File: src/rtl/led_sched_pkg.sv
// Shared types for the LED pattern scheduler: FSM state encoding and code width.
package led_sched_pkg;

  localparam int CODE_W = 4;

  typedef enum logic [1:0] {
    IDLE      = 2'd0,
    PULSE_ON  = 2'd1,
    PULSE_OFF = 2'd2,
    GAP       = 2'd3
  } state_e;

endpackage

File: src/rtl/led_tick_gen.sv
// Pattern-tick prescaler: counts 0..TICK_CYCLES-1 while enabled, tick_o on the terminal count.
module led_tick_gen #(
  parameter int TICK_CYCLES = 10
) (
  input  logic clk_i,
  input  logic rst_ni,
  input  logic clr_i,
  input  logic en_i,
  output logic tick_o
);

  localparam int W = (TICK_CYCLES > 1) ? $clog2(TICK_CYCLES) : 1;

  logic [W-1:0] cnt_q;

  assign tick_o = en_i && (cnt_q == W'(TICK_CYCLES - 1));

  always_ff @(posedge clk_i or negedge rst_ni) begin
    if (!rst_ni) begin
      cnt_q <= '0;
    end else if (clr_i) begin
      cnt_q <= '0;
    end else if (en_i) begin
      cnt_q <= tick_o ? '0 : cnt_q + 1'b1;
    end
  end

endmodule

File: src/rtl/led_pattern_scheduler.sv
// Round-robin sharing of two status LEDs between N_REQ requesters; plays one blink code
// at a time and falls back to a complementary heartbeat when idle.
module led_pattern_scheduler
  import led_sched_pkg::*;
#(
  parameter int CLK_HZ      = 78_000_000,
  parameter int TICK_HZ     = 10,
  parameter int N_REQ       = 4,
  parameter int PULSE_TICKS = 2,
  parameter int GAP_TICKS   = 10
) (
  input  logic                    CLKOS,
  input  logic                    Reset_n,
  input  logic [N_REQ-1:0]        req,
  input  logic [CODE_W*N_REQ-1:0] code,
  output logic [N_REQ-1:0]        grant,
  output logic [N_REQ-1:0]        ack,
  output logic                    busy,
  output logic                    LED1,
  output logic                    LED2
);

  localparam int TICK_CYCLES = CLK_HZ / TICK_HZ;
  localparam int HB_HALF     = CLK_HZ / 2;
  localparam int HB_W        = (HB_HALF > 1) ? $clog2(HB_HALF) : 1;
  localparam int TK_MAX      = (PULSE_TICKS > GAP_TICKS) ? PULSE_TICKS : GAP_TICKS;
  localparam int TK_W        = (TK_MAX > 1) ? $clog2(TK_MAX) : 1;
  localparam int PTR_W       = $clog2(N_REQ);

  state_e             state_q;
  logic [N_REQ-1:0]   grant_q;
  logic [N_REQ-1:0]   ack_q;
  logic               busy_q;
  logic               led1_q;
  logic               led2_q;
  logic [PTR_W-1:0]   ptr_q;
  logic [PTR_W-1:0]   gidx_q;
  logic [CODE_W-1:0]  code_q;
  logic [CODE_W-1:0]  pulse_q;
  logic [TK_W-1:0]    tcnt_q;
  logic [HB_W-1:0]    hb_q;

  logic               arb_vld;
  logic [PTR_W-1:0]   arb_idx;
  logic [CODE_W-1:0]  arb_code;
  logic               start;
  logic               tick;

  // Scan downward so the requester closest to (at or above) the pointer wins.
  always_comb begin
    int s;
    s       = 0;
    arb_vld = 1'b0;
    arb_idx = '0;
    for (int k = N_REQ - 1; k >= 0; k--) begin
      s = int'(ptr_q) + k;
      if (s >= N_REQ) s = s - N_REQ;
      if (req[s]) begin
        arb_vld = 1'b1;
        arb_idx = PTR_W'(s);
      end
    end
    arb_code = code[CODE_W*arb_idx +: CODE_W];
    if (arb_code == '0) arb_code = CODE_W'(1);
  end

  // No arbitration in the ack cycle: the finishing requester may still hold req.
  assign start = (state_q == IDLE) && arb_vld && (ack_q == '0);

  led_tick_gen #(
    .TICK_CYCLES (TICK_CYCLES)
  ) u_tick (
    .clk_i  (CLKOS),
    .rst_ni (Reset_n),
    .clr_i  (start),
    .en_i   (state_q != IDLE),
    .tick_o (tick)
  );

  always_ff @(posedge CLKOS or negedge Reset_n) begin
    if (!Reset_n) begin
      state_q <= IDLE;
      grant_q <= '0;
      ack_q   <= '0;
      busy_q  <= 1'b0;
      led1_q  <= 1'b0;
      led2_q  <= 1'b1;
      ptr_q   <= '0;
      gidx_q  <= '0;
      code_q  <= '0;
      pulse_q <= '0;
      tcnt_q  <= '0;
      hb_q    <= '0;
    end else begin
      ack_q <= '0;
      case (state_q)
        IDLE: begin
          if (start) begin
            grant_q <= {{(N_REQ-1){1'b0}}, 1'b1} << arb_idx;
            gidx_q  <= arb_idx;
            busy_q  <= 1'b1;
            code_q  <= arb_code;
            led1_q  <= 1'b1;
            led2_q  <= 1'b1;
            pulse_q <= '0;
            tcnt_q  <= '0;
            state_q <= PULSE_ON;
          end else if (hb_q == HB_W'(HB_HALF - 1)) begin
            hb_q   <= '0;
            led1_q <= ~led1_q;
            led2_q <= ~led2_q;
          end else begin
            hb_q <= hb_q + 1'b1;
          end
        end
        PULSE_ON: if (tick) begin
          if (tcnt_q == TK_W'(PULSE_TICKS - 1)) begin
            tcnt_q  <= '0;
            led1_q  <= 1'b0;
            pulse_q <= pulse_q + 1'b1;
            state_q <= PULSE_OFF;
          end else begin
            tcnt_q <= tcnt_q + 1'b1;
          end
        end
        PULSE_OFF: if (tick) begin
          if (tcnt_q == TK_W'(PULSE_TICKS - 1)) begin
            tcnt_q <= '0;
            if (pulse_q < code_q) begin
              led1_q  <= 1'b1;
              state_q <= PULSE_ON;
            end else begin
              state_q <= GAP;
            end
          end else begin
            tcnt_q <= tcnt_q + 1'b1;
          end
        end
        GAP: if (tick) begin
          if (tcnt_q == TK_W'(GAP_TICKS - 1)) begin
            tcnt_q  <= '0;
            ack_q   <= grant_q;
            grant_q <= '0;
            busy_q  <= 1'b0;
            ptr_q   <= (gidx_q == PTR_W'(N_REQ - 1)) ? '0 : gidx_q + 1'b1;
            led1_q  <= 1'b0;
            led2_q  <= 1'b1;
            hb_q    <= '0;
            state_q <= IDLE;
          end else begin
            tcnt_q <= tcnt_q + 1'b1;
          end
        end
        default: state_q <= IDLE;
      endcase
    end
  end

  assign grant = grant_q;
  assign ack   = ack_q;
  assign busy  = busy_q;
  assign LED1  = led1_q;
  assign LED2  = led2_q;

endmodule

File: config.mk
export PLATFORM = sky130hd
export DESIGN_NAME = led_pattern_scheduler
export DESIGN_NICKNAME = d
export VERILOG_FILES = /design/src/rtl/led_sched_pkg.sv /design/src/rtl/led_tick_gen.sv /design/src/rtl/led_pattern_scheduler.sv
export SDC_FILE = /design/constraint.sdc
export NUM_CORES = 1
export LEC_CHECK = 0
export BUFFER_PORTS_ARGS = -buffer_cell sky130_fd_sc_hd__buf_2
export CORE_MARGIN = 1.5
export CORE_UTILIZATION = 54
export CTS_CLUSTER_DIAMETER = 150
export DETAILED_ROUTE_END_ITERATION = 8
export PLACE_DENSITY = 0.75
export SLEW_MARGIN = 20
export SYNTH_ARGS = -nofsm -noshare
export SYNTH_HDL_FRONTEND = slang
export SYNTH_SLANG_ARGS = --single-unit
export TNS_END_PERCENT = 50
File: constraint.sdc
create_clock -name CLKOS -period 2.3 [get_ports CLKOS]
set_input_delay 0.115 -clock CLKOS [delete_from_list [all_inputs] [get_ports CLKOS]]
set_output_delay 0.115 -clock CLKOS [all_outputs]
set_load 0.1 [all_outputs]
==> run_results.csv <==
group,metric,value,unit
synth,async_flop_share,100,%
place,dpl.hpwl,8290,um
synth,synth.distinct_cells,67,
global_routing,antenna_found_initial,0,
clock_network,clockBufferDepth,2,
sta,relSlewSlack,52.2,%
pwr,power.total,5.53,mW
setup_path,cp_cell_sequence,"inv_1, ha_1, and3b_2, and3_4, and2_2, o21ai_4, or4_4, o211ai_2",
synth,yosys_warnings,0,
global_routing,grt_pass1_wl,19300,um
detailed_routing,dr_total_vias,4183,
setup_path,worstPathArrival,2.45,ns
setup_path,cp_slowest_cell,"or4_4",
clock_network,cts_root_buf,"clkbuf_8",
outcome,status,"finished, final reports clean",
die,core-area,0.00826,mm2
global_routing,grt_max_degree,44,
final_layout,final_cell_mix,"72 x dfrtp_1, 69 x nand2_1, 51 x o21ai_0",
place,portBuffers,32,
detailed_routing,wl_met1,5020,um
setup_path,cp_slowest_stage_delay,0.52,ns
synth,synth_seq_area_share,42.3,%
clock_network,cts.sinks,78,
final_layout,n_antenna_cell,0,
clock_network,clkLatencyLatePin,0.37,ns
pwr,ir_drop,0.541,mV
setup_path,cp.required,2.59,ns
setup_path,cp.buffers_inverters,1,
synth,synth_area_leaders,"dfrtp_1 42%, nand2_1 5.6%, o21ai_0 5.5%",
sta,rsz0062_at_grt,"no",
setup_path,endpoint_kind,"register",
clock_network,cts_buffers,9,
sta,setup_viol,0,
detailed_routing,drcViolationCount,0,
final_layout,fill_cells,662,
die,start_util,56.0,%
clock_network,clkSlewWorstSetupHoldPaths,0.09,ns
synth,synth_top_area_cell,"dfrtp_1",
die,num_io_pins,33,
die,die_x,95.5,um
synth,netlist_instances,512,
synth,ys_seq_elements,78,
detailed_routing,antenna_left,0,
clock_network,h-tree-depth,3,
global_routing,grt_pass1_vias,4053,
synth,synth_edf_count,0,
sta,skew,0.0132,ns
final_layout,final_common_cell,"dfrtp_1",
setup_path,timing.rr.start,"state_q[0]$_DFFE_PN0P_",
sta,period_minus_slack,2.17,ns
detailed_routing,wl_per_cell,16.8,um
die,die_area,0.00912,mm2
detailed_routing,dr.max_layer_used,"met4",
synth,synth_top_area_share,41.7,%
setup_path,cp-start-kind,"register",
setup_path,crit_fanout,7,
global_routing,grt_util_all_layers,27.5,%
pwr,power_density,1030,mW/mm2
detailed_routing,wirelength,11400,um
pwr,power.leakage,2.30,nW
clock_network,cts_tree,"built",
sta,setup_ws,0.132,ns
synth,syn_area,0.00462,mm2
detailed_routing,routed_via_density,6.19,
sta,worstMarginPinSlew,0.710,ns
synth,synth_fp_nets,548,
final_layout,drive_gt1_share,20.1,%
sta,post-route-period-util,94.3,%
job,max_cap_viol_count,0,
sta,final.setup.tns,0,ns
setup_path,cp_top_family,"simple AND/OR/NAND/NOR gates",
global_routing,overflow,0,
sta,drv_slew,0,
setup_path,worstSetupPathType,"reg2reg",
place,gp_congestion,0.882,
min_path,min_from,"code[14]",
final_layout,multiInputGateArea,0.00255,mm2
final_layout,finalNonFillerCells,676,
die,fp.dieH,95.5,um
place,dp_cells,658,
final_layout,regArea,0.00196,mm2
setup_path,cp-startpoint,"state_q[0]$_DFFE_PN0P_",
place,dpl_worst_slack,-0.0342,ns
min_path,hold_class,"in2reg",
detailed_routing,wl_met3,584,um
final_layout,area_growth,15.6,%
synth,avgSynthCellArea,9.03,um2
die,rows,33,
sta,hold_violations,0,
detailed_routing,drtIter0Drc,236,
detailed_routing,wl_met2,5570,um
final_layout,nets,602,
synth,synth_ff_type,"dfrtp_1",
detailed_routing,drt_pass1_iterations,4,
sta,max_freq,461,MHz
==> cell usage after synthesis, types with 7 or more instances <==
| cell | number |
|---|---|
| nor2_1 | 50 |
| a21boi_0 | 8 |
| a31oi_1 | 9 |
| nor4_1 | 7 |
| o21ai_0 | 51 |
| a21oi_1 | 11 |
| nor3_2 | 7 |
| xnor2_1 | 17 |
| inv_1 | 15 |
| and3_1 | 9 |
| buf_2 | 9 |
| nand4_1 | 20 |
| o31ai_1 | 14 |
| dfrtp_1 | 77 |
| nand3_1 | 17 |
| clkbuf_1 | 7 |
| a211oi_1 | 8 |
| ha_1 | 14 |
| nand2_1 | 69 |
==> power by group <==
group | switching, mW | internal, mW | total, mW
registers | 0.227 | 1.62 | 1.84
clock network | 0.522 | 0.614 | 1.14
logic | 1.66 | 0.888 | 2.55
==> state kept, by name, summed over array words and instances (netlist names), 2 cells and up <==
register      cells
u_tick.cnt_q     23
hb_q             26
grant             4
code_q            4
pulse_q           4
gidx_q            2
ptr_q             2
tcnt_q            4
ack               4
state_q           2
==> worst min-delay path: stages <==
cell and delay (ns):
buf_2 0.08, a211oi_1 0.09, o31ai_1 0.19
==> logic make-up after synthesis <==
group | after synthesis | share of synthesized area [%]
mux | 6 | 1.35
buf+inv | 36 | 3.65
fa+ha+maj | 14 | 3.79
simple gates | 229 | 26.9
compound gates | 131 | 18.6
xor+xnor | 18 | 3.41
flops | 78 | 42.3
==> per-layer routing <==
| layer | global-route usage (%) | vias up |
|---|---|---|
| met5 | 0 | - |
| met3 | 5.50 | 20 |
| li1 | - | 1989 |
| met1 | 36.0 | 2049 |
| met2 | 44.9 | 125 |
| met4 | 10.3 | 0 |
==> worst paths after layout <==
path                                          end  slack [ns]  cells past startpoint
setup / recovery            tcnt_q[3]$_DFFE_PN0P_        0.13                      8
hold / removal              code_q[2]$_DFFE_PN0P_        0.15                      3
setup reg to reg            tcnt_q[3]$_DFFE_PN0P_        0.13                      8
hold reg to reg                  busy$_DFFE_PN0P_        0.48                      2
max in group asynchronous        LED2$_DFFE_PN1P_        1.42                      3
min in group asynchronous  pulse_q[0]$_DFFE_PN0P_        0.24                      2
==> metrics by stage <==
stage	area, um2	util (%)	hold WS (ns)
2_1_floorplan	4630	-	-0.181
3_3_place_gp	5070	61.3	0.0993
3_5_place_dp	5070	61.3	0.113
4_1_cts	5320	64.4	0.132
5_1_grt	5340	64.7	0.171
6_report	5340	64.7	0.153
==> cell type report <==
type                            instances  area share (%)
Sequential cell                        78            36.7
Clock buffer                           11            2.46
Timing Repair Buffer                   64            8.05
Clock inverter                          5            1.57
Multi-Input combinational cell        398            47.7
Tap cell                              105            2.46
Inverter                               15            1.05
==> repair_timing <==
action	4_1_cts	5_1_grt
endpoints found under the hold margin	35	0
setup endpoints to repair	6	36
buffers inserted	1	0
hold buffers	1	0
gates cloned	0	0
pin swaps	1	3
gates resized for setup	2	9
No activity file was read; power rests on OpenSTA's default activity.
